$ cat config.mk
export PLATFORM = sky130hd
export DESIGN_NAME = fetch_decode_queue_flat
export DESIGN_NICKNAME = d
export VERILOG_FILES = /design/src/rtl/fetch_decode_queue_if.sv /design/src/rtl/fetch_decode_queue.sv /design/src/flat_wrapper.sv
export SDC_FILE = /design/constraint.sdc
export NUM_CORES = 1
export LEC_CHECK = 0
export ABC_AREA = 1
export ABC_CLOCK_PERIOD_IN_PS = 2500
export CORE_ASPECT_RATIO = 0.8
export CORE_MARGIN = 2
export CORE_UTILIZATION = 45
export CTS_BUF_LIST = sky130_fd_sc_hd__clkbuf_4 sky130_fd_sc_hd__clkbuf_8 sky130_fd_sc_hd__clkbuf_16
export CTS_CLUSTER_SIZE = 10
export DETAILED_ROUTE_END_ITERATION = 8
export HOLD_SLACK_MARGIN = 0.1
export PLACE_DENSITY = 0.65
export SLEW_MARGIN = 10
export SYNTH_ARGS = -nofsm -noshare
export SYNTH_HDL_FRONTEND = slang
export SYNTH_SLANG_ARGS = --single-unit
$ cat constraint.sdc
create_clock -name clk -period 2.5 [get_ports clk]
set_clock_uncertainty 0.15 [all_clocks]
set_input_delay 0.5 -clock clk [delete_from_list [all_inputs] [get_ports clk]]
set_output_delay 0.5 -clock clk [all_outputs]
set_load 0.02 [all_outputs]
$ cat src/rtl/fetch_decode_queue_if.sv
// fetch_decode_queue_if: fetch-side enqueue and decode-side dequeue handshakes plus redirect flush.
interface fetch_decode_queue_if;
  logic        enq_valid;
  logic        enq_ready;
  logic [15:0] enq_pc;
  logic [15:0] enq_instr;
  logic        deq_valid;
  logic        deq_ready;
  logic [15:0] deq_pc;
  logic [15:0] deq_npc;
  logic [15:0] deq_instr;
  logic        flush;
  modport master (
    output enq_valid, enq_pc, enq_instr, deq_ready, flush,
    input  enq_ready, deq_valid, deq_pc, deq_npc, deq_instr
  );
  modport slave (
    input  enq_valid, enq_pc, enq_instr, deq_ready, flush,
    output enq_ready, deq_valid, deq_pc, deq_npc, deq_instr
  );
endinterface

$ cat src/rtl/fetch_decode_queue.sv
// fetch_decode_queue: LC-3b fetch-to-decode instruction FIFO with redirect flush.
// Define FDQ_BYPASS_EN to pass an enqueue straight to decode when the queue is empty.
module fetch_decode_queue #(
  parameter int DEPTH = 4,
  parameter int CW = $clog2(DEPTH) + 1
) (
  input  logic                  clk,
  input  logic                  reset_n,
  fetch_decode_queue_if.slave   bus,
  output logic [CW-1:0]         count
);
  localparam int AW = $clog2(DEPTH);
  logic [15:0]   pc_mem    [DEPTH];
  logic [15:0]   instr_mem [DEPTH];
  logic [AW-1:0] wp;
  logic [AW-1:0] rp;
  logic [CW-1:0] cnt;
  logic          byp;
  logic          enq_fire;
  logic          deq_fire;
`ifdef FDQ_BYPASS_EN
  assign byp = (cnt == '0) && bus.enq_valid;
`else
  assign byp = 1'b0;
`endif
  // enq_ready looks only at occupancy so decode stalls never reach fetch combinationally
  assign bus.enq_ready = cnt != CW'(DEPTH);
  assign bus.deq_valid = ((cnt != '0) || byp) && !bus.flush;
  assign bus.deq_pc    = byp ? bus.enq_pc : pc_mem[rp];
  assign bus.deq_instr = byp ? bus.enq_instr : instr_mem[rp];
  assign bus.deq_npc   = bus.deq_pc + 16'd2;
  assign count         = cnt;
  // a bypassed word consumed in the same cycle is never stored
  assign enq_fire = bus.enq_valid && bus.enq_ready && !bus.flush && !(byp && bus.deq_ready);
  assign deq_fire = bus.deq_valid && bus.deq_ready && !byp;
  always_ff @(posedge clk or negedge reset_n) begin
    if (!reset_n) begin
      wp  <= '0;
      rp  <= '0;
      cnt <= '0;
      for (int i = 0; i < DEPTH; i++) begin
        pc_mem[i]    <= '0;
        instr_mem[i] <= '0;
      end
    end else if (bus.flush) begin
      wp  <= '0;
      rp  <= '0;
      cnt <= '0;
    end else begin
      if (enq_fire) begin
        pc_mem[wp]    <= bus.enq_pc;
        instr_mem[wp] <= bus.enq_instr;
        wp            <= wp + AW'(1);
      end
      if (deq_fire) rp <= rp + AW'(1);
      cnt <= cnt + CW'(enq_fire) - CW'(deq_fire);
    end
  end
endmodule

$ cat src/flat_wrapper.sv
// flat-port wrapper written by rule: the top's interface ports become plain ports
module fetch_decode_queue_flat 
#(
  parameter int DEPTH = 4,
  parameter int CW = $clog2(DEPTH) + 1
)
  (clk, reset_n, count, bus_enq_valid, bus_enq_pc, bus_enq_instr, bus_deq_ready, bus_flush, bus_enq_ready, bus_deq_valid, bus_deq_pc, bus_deq_npc, bus_deq_instr);
  fetch_decode_queue_if bus_i ();
  input  logic clk;
  input  logic reset_n;
  output logic [CW-1:0] count;
  input wire logic [$bits(bus_i.enq_valid)-1:0] bus_enq_valid;
  input wire logic [$bits(bus_i.enq_pc)-1:0] bus_enq_pc;
  input wire logic [$bits(bus_i.enq_instr)-1:0] bus_enq_instr;
  input wire logic [$bits(bus_i.deq_ready)-1:0] bus_deq_ready;
  input wire logic [$bits(bus_i.flush)-1:0] bus_flush;
  output wire logic [$bits(bus_i.enq_ready)-1:0] bus_enq_ready;
  output wire logic [$bits(bus_i.deq_valid)-1:0] bus_deq_valid;
  output wire logic [$bits(bus_i.deq_pc)-1:0] bus_deq_pc;
  output wire logic [$bits(bus_i.deq_npc)-1:0] bus_deq_npc;
  output wire logic [$bits(bus_i.deq_instr)-1:0] bus_deq_instr;
  assign bus_i.enq_valid = bus_enq_valid;
  assign bus_i.enq_pc = bus_enq_pc;
  assign bus_i.enq_instr = bus_enq_instr;
  assign bus_i.deq_ready = bus_deq_ready;
  assign bus_i.flush = bus_flush;
  assign bus_enq_ready = bus_i.enq_ready;
  assign bus_deq_valid = bus_i.deq_valid;
  assign bus_deq_pc = bus_i.deq_pc;
  assign bus_deq_npc = bus_i.deq_npc;
  assign bus_deq_instr = bus_i.deq_instr;
  fetch_decode_queue #(.DEPTH(DEPTH), .CW(CW)) u_core (.clk(clk), .reset_n(reset_n), .bus(bus_i), .count(count));
endmodule
==> key figures <==
STA
  • Crit share post-route: 1.124
  • Endpoints failing setup: 35
  • Final Hold Vio Count: 0
  • Max-slew headroom: 0.6222
  • Transition time of the tightest slew-check pin: 566.6 ps
  • Count of pins over their slew limit: 0
  • Peak Freq: 0.3560 GHz
  • RSZ-0062 raised after global routing: true
  • TNS Setup: -5266 ps
  • Worst hold slack: approximately 330 ps
  • Final WS setup: -309.4 ps
  • Final min period: 2809 ps

Critical path
  • Max incr delay on CP: 450 ps
  • R2r startpoint: u_core.count[1]
  • Kind of critical path: flip-flop to primary output
  • Reg2Reg Depth: 11
  • Startpoint types: flip-flop
  • Worst setup EP type: primary output
  • R2R Path End: u_core.count[2]
  • Critical-path top delay cell: dfrtp_2
  • CP dominant cell by count: nand2_1
  • CP arrival: 2160 ps
  • Critical Path Fanout Max: 6
  • Cell Chain, Critical Path: buf_12, clkinv_8, buf_8, nand2_4, nand2_2, nand2_2, nand2_4, nand3_4, nor2_4, nand2_1, nand2_1, nand2_1, buf_6
  • Required time worst endpoint: 1850 ps
  • Reg2Reg Setup Slack: around 420 ps

Yosys
  • Post-synth top cells: nand2_1 (237), o21ai_0 (160), dfrtp_1 (135), inv_1 (54), nor2_1 (43)
  • Seq/Total Area, Yosys: 0.5138
  • Post-Syn Instances: approximately 800
  • Count leader, synth: nand2_1
  • Post-synth EDFFs: 0
  • Top area cells in the synthesized netlist: dfrtp_1 (51%), nand2_1 (14%), o21ai_0 (12%)
  • Mapped Avg Cell Area: between 8 and 9 sq um
  • Post-synth cell types: 29
  • Syn nets: 847
  • Area leader, netlist: dfrtp_1
  • Top FF cell, synth: dfrtp_1
  • Yosys top cell area share: 0.5138
  • Async set-reset flop share out of synthesis: 1.000
  • Synthesized area: 0.006575 sq mm
  • Synth Register Bits: approximately 140
  • Synth warnings: 0

Placed design
  • Hpwl dp: approximately 11000 um
  • Inst Count DP: ~1100
  • RePlAce Congestion: between 0.8 and 0.9
  • PortBufs: 89

Clocking
  • Root Buffer: clkbuf_16
  • CTS tree: done
  • Clock Latency Late Sink: 420 ps
  • Bufs on Longest Clock Path: 2
  • CTS clk-pin slew, worst paths: roughly 60 ps
  • Num CTS Buffers: 17
  • H-Tree Depth: 4
  • TritonCTS Sinks: 135

Outcome
  • Failing checks: setup timing
  • Status: finished, violations left

Die
  • # rows: 39
  • Die width: between 100 and 150 um
  • Initial core utilization: 0.4599
  • Die ar.: 0.01560 sq mm
  • Die Y: 112.1 um
  • Core area: 0.01430 sq mm
  • IO Pins: 90

Layout
  • # nets final: approximately 1000
  • Final std cells w/o fill: 1143
  • Sequential Area: 0.003381 sq mm
  • Final Core Density: 0.6635
  • Antenna cells: 0
  • Filler instances: between 1000 and 1500
  • Layout area overhead: 44.28%
  • Layout cell share with drive strength beyond 1: 0.3097
  • Area of the multi-input gates: roughly 0.0032 sq mm

Hold path
  • Hold path depth: 2
  • Worst Min Path Start: u_core.instr_mem[48]
  • WHS Endpoint: u_core.instr_mem[48]
  • Hold Path Class: flip-flop to flip-flop

Global route
  • Gr ovfl total: 0
  • Vias in the first global route: 5883
  • GRT Util Overall: 0.2342
  • Initial antenna violation count: 0
  • First-pass GRT wire length: 29190 um
  • Largest net degree at the start of global routing: 48

Detailed routing
  • Vias/cell: around 5.2
  • DRC: 0
  • Drt pass-1 iters: 5
  • Post-DRT Antenna Nets: 0
  • Total Routed Length: ~18000 um
  • Vias: 5988
  • Wire per inst: ~16 um
  • 1st-iter DRT viols: 531

Power and ir drop
  • Power Dens Cells: around 1300 mW/mm^2
  • VDD IR max: 0.9732 mV
  • P_leak: around 4.6 nW

Run
  • # Max-Cap Violations: 0
critical path, delay by kind of cell, from the launching register on:
kind / cells / cell delay [ps]
simple gates: 9 / 800
buf+inv: 4 / 480
flops: 1 / 450
cell usage in the layout, fill, tap and decap left out, types with 2 or more instances in the layout:
master and n:
a21oi_1 4, buf_12 17, buf_2 6, buf_4 72
buf_6 27, buf_8 3, bufinv_16 5, clkbuf_16 18
clkbuf_2 2, clkdlybuf4s50_1 39, clkinv_4 3, clkinvlp_4 2
dfrtp_1 133, dfrtp_2 2, dlygate4sd2_1 2, ha_1 6
inv_1 49, inv_2 8, inv_6 3, nand2_1 200
nand2_2 35, nand2_4 20, nand3_1 15, nand3_2 18
nand4_1 2, nor2_1 33, nor2_2 6, nor2_4 18
o211ai_1 2, o21ai_0 146, o21ai_1 16, o21ai_2 4
o21ai_4 3, o22ai_1 6, o22ai_2 11, xnor2_2 2
xor2_1 4, xor2_2 2
flip-flops by register name (all words and copies together) (netlist names):
signal,flops
u_core.count,3
u_core.wp,2
u_core.pc_mem,64
u_core.instr_mem,64
u_core.rp,2
timing repair:
action                                 4_1_cts  5_1_grt
resized for setup                          258      160
cloned                                       3        1
pin swaps                                   17       49
endpoints found under the hold margin       37        0
hold buffers                                 1        0
setup endpoints to repair                   49       48
buffers inserted                             8       16
where the power goes:
group	switching, mW	total, mW	internal (mW)
sequential	0.594	3.66	3.07
combinational	3.34	6.13	2.79
clock	0.989	2.81	1.82
total	4.92	12.6	7.68
final cells by class:
type | instances | area share
flip-flops and latches | 135 | 0.3564
multi-input cells | 560 | 0.3387
repair buffers | 171 | 0.1840
clock buffers | 19 | 0.04709
inverters | 60 | 0.02585
well taps | 184 | 0.02427
clock inverters | 13 | 0.02295
repair inverters | 1 | 0.0007913
per-stage QoR:
stage,setup WS [ps],cell area (sq um),power [mW]
floorplan,32.74,6590,6.459
global placement,-346.8,8024,8.592
detailed placement,-379.4,8024,8.725
CTS,-338.9,8851,11.62
global route,-399.9,9487,13.33
finish,-309.4,9487,12.61
cells by family (layout without fill, tap and decap cells):
| kind of cell | after synthesis | in the layout | synth area share |
|---|---|---|---|
| xor gates and xnor gates | 9 | 9 | 0.01199 |
| buffers and inverters | 107 | 264 | 0.07288 |
| AOI/OAI and AO/OA | 194 | 194 | 0.1524 |
| and+or+nand+nor | 349 | 349 | 0.2325 |
| adders and majority gates | 8 | 8 | 0.01636 |
| DFF | 135 | 135 | 0.5138 |
layer usage:
metal	track usage	vias to the layer above	share of wire
li1	-	2884	-
met5	0	-	0
met1	0.3162	2887	0.46
met3	0.05205	27	0.053
met2	0.3836	190	0.47
met4	0.06936	0	0.018
worst max-delay path by stage:
stage | start | end
after floorplan | u_core.rp[1] | bus_deq_npc[7]
after global placement | u_core.rp[0] | bus_deq_npc[15]
after detailed placement | u_core.rp[0] | bus_deq_npc[15]
after CTS | u_core.rp[0] | bus_deq_npc[15]
after global routing | u_core.rp[0] | bus_deq_npc[15]
final | u_core.rp[0] | bus_deq_npc[11]
Power figures use the tool's default switching activity.
